===== config.mk =====
export PLATFORM = sky130hd
export DESIGN_NAME = cpu_loader
export DESIGN_NICKNAME = d
export VERILOG_FILES = /design/src/rtl/cpu_loader.sv
export SDC_FILE = /design/constraint.sdc
export NUM_CORES = 1
export LEC_CHECK = 0
export CORE_MARGIN = 2
export CORE_UTILIZATION = 52
export DETAILED_ROUTE_END_ITERATION = 12
export PLACE_DENSITY = 0.81
export SYNTH_ARGS = -nofsm -noshare
export SYNTH_HDL_FRONTEND = slang
export SYNTH_SLANG_ARGS = --single-unit
export TNS_END_PERCENT = 5

===== constraint.sdc =====
create_clock -name clk -period 6.21 [get_ports clk]
set_input_delay 1.863 -clock clk [delete_from_list [all_inputs] [get_ports clk]]
set_output_delay 1.863 -clock clk [all_outputs]
set_load 0.05 [all_outputs]

===== src/rtl/cpu_loader.sv =====
// Boot sequencer for the cpu core: streams RAM bytes and ROM words in, releases the core, runs it to idle.
// Optional run watchdog is compiled in with `define LOADER_WATCHDOG_EN.
module cpu_loader #(
    parameter int IMSB    = 15,
    parameter int PMSB    = 7,
    parameter int AMSB    = 7,
    parameter int DMSB    = 7,
    parameter int RUN_MAX = 1024
) (
    input  logic            clk,
    input  logic            rst,
    input  logic            start,
    input  logic            in_valid,
    output logic            in_ready,
    input  logic [DMSB:0]   in_data,
    output logic            ram_we,
    output logic [AMSB:0]   ram_addr,
    output logic [DMSB:0]   ram_wdata,
    output logic            rom_we,
    output logic [PMSB:0]   rom_addr,
    output logic [IMSB:0]   rom_wdata,
    output logic            cpu_rstn,
    output logic            cpu_setn,
    input  logic            cpu_idle,
    output logic            busy,
    output logic            done,
    output logic            timeout,
    output logic [15:0]     run_cycles
);

    localparam int IW = ((AMSB > PMSB) ? AMSB : PMSB) + 1;
    localparam logic [IW-1:0] RAM_LAST = IW'((1 << (AMSB + 1)) - 1);
    localparam logic [IW-1:0] ROM_LAST = IW'((1 << (PMSB + 1)) - 1);

    typedef enum logic [2:0] {
        S_IDLE     = 3'd0,
        S_LOAD_RAM = 3'd1,
        S_ROM_LO   = 3'd2,
        S_ROM_HI   = 3'd3,
        S_RELEASE  = 3'd4,
        S_RUN      = 3'd5,
        S_DRAIN    = 3'd6,
        S_FINISH   = 3'd7
    } state_t;

    state_t        state;
    logic [IW-1:0] idx;
    logic [DMSB:0] lo_byte;
    logic          phase;
    logic          timeout_flag;
    logic          accept;
    logic          idle_exit;
    logic          wd_hit;
    logic [15:0]   run_next;

    assign accept    = in_valid & in_ready;
    assign run_next  = (run_cycles == 16'hFFFF) ? run_cycles : (run_cycles + 16'd1);
    // run_cycles is still zero during the first RUN cycle, which masks idle there
    assign idle_exit = cpu_idle & (run_cycles != 16'd0);

`ifdef LOADER_WATCHDOG_EN
    assign wd_hit = (32'(run_next) >= 32'(RUN_MAX));
`else
    assign wd_hit = 1'b0;
`endif

    // Sequencer state, index and all registered outputs
    always_ff @(posedge clk or posedge rst) begin
        if (rst) begin
            state        <= S_IDLE;
            idx          <= '0;
            lo_byte      <= '0;
            phase        <= 1'b0;
            timeout_flag <= 1'b0;
            in_ready     <= 1'b0;
            ram_we       <= 1'b0;
            ram_addr     <= '0;
            ram_wdata    <= '0;
            rom_we       <= 1'b0;
            rom_addr     <= '0;
            rom_wdata    <= '0;
            cpu_rstn     <= 1'b0;
            cpu_setn     <= 1'b0;
            busy         <= 1'b0;
            done         <= 1'b0;
            timeout      <= 1'b0;
            run_cycles   <= 16'd0;
        end else begin
            ram_we  <= 1'b0;
            rom_we  <= 1'b0;
            done    <= 1'b0;
            timeout <= 1'b0;
            case (state)
                S_IDLE: begin
                    cpu_rstn <= 1'b0;
                    cpu_setn <= 1'b0;
                    if (start) begin
                        state        <= S_LOAD_RAM;
                        in_ready     <= 1'b1;
                        busy         <= 1'b1;
                        idx          <= '0;
                        run_cycles   <= 16'd0;
                        timeout_flag <= 1'b0;
                    end
                end
                S_LOAD_RAM: begin
                    if (accept) begin
                        ram_we    <= 1'b1;
                        ram_addr  <= idx[AMSB:0];
                        ram_wdata <= in_data;
                        if (idx == RAM_LAST) begin
                            idx   <= '0;
                            state <= S_ROM_LO;
                        end else begin
                            idx <= idx + IW'(1);
                        end
                    end
                end
                S_ROM_LO: begin
                    if (accept) begin
                        lo_byte <= in_data;
                        state   <= S_ROM_HI;
                    end
                end
                S_ROM_HI: begin
                    if (accept) begin
                        rom_we    <= 1'b1;
                        rom_addr  <= idx[PMSB:0];
                        rom_wdata <= {in_data, lo_byte};
                        if (idx == ROM_LAST) begin
                            idx      <= '0;
                            in_ready <= 1'b0;
                            cpu_rstn <= 1'b1;
                            cpu_setn <= 1'b0;
                            phase    <= 1'b0;
                            state    <= S_RELEASE;
                        end else begin
                            idx   <= idx + IW'(1);
                            state <= S_ROM_LO;
                        end
                    end
                end
                S_RELEASE: begin
                    if (phase) begin
                        phase    <= 1'b0;
                        cpu_setn <= 1'b1;
                        state    <= S_RUN;
                    end else begin
                        phase <= 1'b1;
                    end
                end
                S_RUN: begin
                    run_cycles <= run_next;
                    if (idle_exit || wd_hit) begin
                        cpu_setn     <= 1'b0;
                        timeout_flag <= ~idle_exit;
                        phase        <= 1'b0;
                        state        <= S_DRAIN;
                    end
                end
                S_DRAIN: begin
                    if (phase) begin
                        phase    <= 1'b0;
                        cpu_rstn <= 1'b0;
                        done     <= 1'b1;
                        timeout  <= timeout_flag;
                        state    <= S_FINISH;
                    end else begin
                        phase <= 1'b1;
                    end
                end
                S_FINISH: begin
                    busy  <= 1'b0;
                    state <= S_IDLE;
                end
                default: begin
                    in_ready <= 1'b0;
                    cpu_rstn <= 1'b0;
                    cpu_setn <= 1'b0;
                    busy     <= 1'b0;
                    phase    <= 1'b0;
                    state    <= S_IDLE;
                end
            endcase
        end
    end

endmodule


# ---- After elaboration in Yosys (flattened, before gate mapping)
# Cells that the tools add are included.
dict set report word_totals {
  in_bits 13
  word_cells 107
  reg_bits 85
}
dict set report classes {
  addsub 2
  bitwise 3
  n_eq_ne 20
  n_reduce_logical 23
  n_mux 41
}
# operator count
set op_table {}
lappend op_table {{$mux 16} 2}
lappend op_table {{$pmux 16 s2} 1}
lappend op_table {{$mux 3} 9}
lappend op_table {{$mux 8} 3}
lappend op_table {{$pmux 3 s8} 1}
lappend op_table {{$ne 2x2->1 const B} 10}
lappend op_table {{$mux 1} 18}
lappend op_table {{$add 16x1->16 const B} 1}
lappend op_table {{$eq 16x16->1 const B} 1}
lappend op_table {{$pmux 8 s2} 1}
lappend op_table {{$reduce_bool 16->1} 1}
lappend op_table {{$eq 3x3->1 const B} 4}
lappend op_table {{$reduce_and 4->1} 3}
lappend op_table {{$reduce_and 3->1} 3}
lappend op_table {{$add 8x1->8 const B} 1}
lappend op_table {{$eq 8x8->1 const B} 1}
lappend op_table {{$reduce_and 2->1} 4}
lappend op_table {{$reduce_and 8->1} 1}
lappend op_table {{$reduce_bool 2->1} 4}
lappend op_table {{$eq 3x2->1 const B} 2}
lappend op_table {{$pmux 1 s2} 3}
lappend op_table {{$pmux 1 s3} 2}
lappend op_table {{$reduce_bool 3->1} 2}
lappend op_table {{$reduce_and 5->1} 1}
lappend op_table {{8 further kinds} 10}

# ---- Logic depth before layout (Yosys ltp)
dict set report depth {
  depth_word 5
  depth_mapped 6
  mapped_depth_nobuf 6
}

# ---- Worst setup path after synthesis
# Ideal clock, no wire load.
dict set report synth_path {
  kind {input to register}
  startpoint {input port start}
  endpoint {register idx[4]}
  path_slack_ns 3.026
  cell_stages 5
  path_buffers 1
  arrival_ns 3.106
  setup_ns 0.078
  required_time_ns 6.132
  cell_sequence {or3b_1 -> a21o_1 -> buf_6 -> or4_1 -> a21oi_1}
}
dict set report synth_via {
  elab_chain_len 2
}
# element line_no
set synth_lines {}
lappend synth_lines {{start, declared} 12} ;# input logic start,
lappend synth_lines {{$ne 2x2->1 (no line)} --}
lappend synth_lines {{$reduce_and 3->1 (no line)} --}
lappend synth_lines {{end signal, assigned} 115} ;# idx <= idx + IW'(1);
lappend synth_lines {{end signal, assigned} 138} ;# idx <= idx + IW'(1);
lappend synth_lines {{end, declared} 47} ;# logic [IW-1:0] idx;
# Every way passes these cells.
# A chain may end at the register's enable or synchronous reset.

# ---- Worst setup path after layout
dict set report layout_path {
  startpoint {register run_cycles[3]}
  endpoint {output port run_cycles[3]}
}
# element line_no
set layout_rtl {}
lappend layout_rtl {{start, declared} 28} ;# output logic [15:0] run_cycles
lappend layout_rtl {{start signal, assigned} 153} ;# run_cycles <= run_next;
# No word-level cell between the ends.

==> metrics.md <==
| Metric | Value |
|---|---|
| Antenna cells | 0 |
| Pin count of the biggest net entering global routing | 54 |
| H-tree depth | 3 |
| Synth warn | 0 |
| DRC | 0 |
| Clock sinks | 85 |
| Combinational share of power | 0.232 |
| CP Capture Type | primary output |
| Post-Syn Area per Cell | 11.7 um2 |
| Setup violations, final | 0 |
| Worst Path Buf+Inv | 1 |
| Crit Path Max Fanout | 9 |
| NumNets Final | 417 |
| CP max stage delay | 0.86 ns |
| Dpl ws | 2.38 ns |
| Die width | 89.8 um |
| Post-synth EDFFs | 0 |
| Crit share post-route | 0.579 |
| Floorplan row count | 31 |
| FF+latch count, synth | 85 |
| Worst setup path class | reg -> out |
| Placer Congestion | 0.813 |
| Run status | completed |
| CTS buffer count | 9 |
| Max Slew Vio Count | 0 |
| Total GRT Usage | 0.209 |
| Port Buffers | 76 |
| WL/cell | 15.9 um |
| Rel. slew slack | 0.407 |
| Critical path, cell by cell | clkdlybuf4s50_1 |
| Layout cells sized above 1 | 0.185 |
| Psw | 455 uW |
| Clock skew | 0.0115 ns |
| TNS Setup | 0 ns |
| Synth cell types | 46 |
| Worst-skew pair later-pin latency | 0.36 ns |
| Global route overflow | 0 |
| Worst Tran Pin Value | 0.890 ns |
| CP Launch Type | flop |
| Vias in the first global route | 2,807 |
| Iter 0 DRT Violations | 187 |
| Final hold vios | 0 |
| Net Sw Frac | 0.345 |
| Most common cell after layout, fill and taps aside | dfrtp_1 |
| Clock transition at path regs | 0.09 ns |
| Mapped Area | 3820 um2 |
| Most frequent cells in the layout | dfrtp_1, clkdlybuf4s50_1, mux2_2 |
| Worst setup margin | 2.61 ns |
| Final ANT Viol Nets | 0 |
| Die Y | 89.8 um |
| Number of post-CTS setup repair buffers | 0 |
| Cell area after placement | 4670 um2 |
| Gate Count Post-Synth | 326 |
| CTS tree | yes |
| Post-CTS resize count | 0 |
| Hold Crit Class | reg -> reg |
| Finished Cell Area | 4850 um2 |
| Worst hold slack | 0.484 ns |
| Top Ports | 77 |
| Vias/cell | 5.64 |
| Worst vdd ir | 0.166 mV |
| Global-route wire length before repair | 13,600 um |
| RSZ-0062 raised after global routing | false |
| Initial antenna violation count | 0 |
| P_int | 862 uW |
| Final min period | 3.60 ns |
| Fin util | 0.676 |
| Clock buffer depth | 2 |
| Syn Nets | 342 |
| Leakage power | 0.00213 uW |
| Die area | 8060 um2 |
| Crit-path slowest cell | clkdlybuf4s50_1 |
| Routed wire length | 8030 um |
| Top delay family on crit path | buffers and inverters |
| CP Data Required Time | 4.35 ns |
| Pre-antenna DRT Iters | 4 |
| F_max | 0.278 GHz |
| DR vias | 2,850 |
| Sequential Power Share | 0.491 |
| Clock share of power | 0.277 |
| Final HPWL DP | 5540 um |
| Asr flop ratio synth | 1.00 |
| Clock Root Buffer | clkbuf_8 |
| Starting Density | 0.533 |
| # Max-Cap Violations | 0 |
| Pwr dens | 272 nW/um2 |
| Hold Buf Count CTS | 0 |
| Sequential share of the synthesized area | 0.556 |
| Core area | 7180 um2 |
| Area delta synth->final | 26.9% |
| CP arrival | 1.73 ns |
| Primary FF master, synth | dfrtp_1 |
[layout make-up]
| type | instances | area (um2) |
|---|---|---|
| well taps | 99 | 124 |
| inverters | 12 | 46.3 |
| clock inverters | 7 | 58.8 |
| flip-flops and latches | 85 | 2130 |
| repair buffers | 79 | 783 |
| multi-input cells | 214 | 1590 |
| fillers | 550 | 2320 |
| clock buffers | 9 | 124 |
[routing by layer]
metal	track usage	part of all wire	vias to the layer above
li1	-	-	1354
met1	0.287	0.44	1417
met2	0.331	0.49	68
met3	0.0520	0.054	11
met4	0.0641	0.012	0
met5	0	0	-
[power by group through the flow]
stage / registers, uW / clock network, uW / logic (uW)
after CTS: 648 / 371 / 308
after global placement: 658 / 0 / 303
after detailed placement: 659 / 0 / 308
final: 647 / 365 / 306
after floorplan: 763 / 0 / 95.4
after global routing: 657 / 396 / 325
[logic make-up (layout without fill, tap and decap cells)]
group | after synthesis | after routing | share of synthesized area
adders and majority gates | 3 | 3 | 0.00982
and+or+nand+nor | 104 | 104 | 0.154
AOI/OAI and AO/OA | 52 | 52 | 0.0906
DFF | 85 | 85 | 0.556
buffers and inverters | 27 | 107 | 0.0301
muxes | 53 | 53 | 0.155
xor gates and xnor gates | 2 | 2 | 0.00458
[cell usage after synthesis (4+ instances only)]
master	number	area share
dfrtp_1	85	0.56
mux2_2	49	0.14
nand2_1	23	0.023
a21oi_1	16	0.021
nand3_1	13	0.017
inv_1	12	0.012
nor2_1	11	0.011
o21ai_0	10	0.013
and3_1	9	0.015
or4_1	9	0.018
clkbuf_1	8	0.0079
o31ai_1	7	0.014
nor3_1	6	0.0079
nor4_1	6	0.0098
buf_2	5	0.0065
nand4_1	5	0.0082
a211oi_1	4	0.0079
mux2i_1	4	0.010
[metrics by stage]
step / power (uW) / instances
2_1_floorplan: 858 / 326
3_3_place_gp: 961 / 489
3_5_place_dp: 967 / 489
4_1_cts: 1330 / 505
5_1_grt: 1380 / 505
6_report: 1320 / 505
[final timing paths]
kind / from / end / slack (ns) / cells after the start
worst max register to register: state[2]$_DFFE_PP0P_ / run_cycles[11]$_DFFE_PP0P_ / 3.90 / 4
min in group asynchronous: rst / run_cycles[0]$_DFFE_PP0P_ / 1.97 / 2
worst min-delay path: timeout_flag$_DFFE_PP0P_ / timeout$_DFF_PP0_ / 0.48 / 1
worst max-delay path: run_cycles[3]$_DFFE_PP0P_ / run_cycles[3] / 2.61 / 1
worst min register to register: timeout_flag$_DFFE_PP0P_ / timeout$_DFF_PP0_ / 0.48 / 1
max in group asynchronous: rst / timeout_flag$_DFFE_PP0P_ / 3.29 / 3
[registers in the layout (all words and copies together) (netlist names)]
name	count
ram_wdata	8
timeout_flag	1
phase	1
ram_we	1
idx	8
cpu_setn	1
ram_addr	8
state	3
lo_byte	8
rom_wdata	16
busy	1
rom_we	1
rom_addr	8
timeout	1
run_cycles	16
done	1
cpu_rstn	1
in_ready	1
No activity file was read; power rests on OpenSTA's default activity.
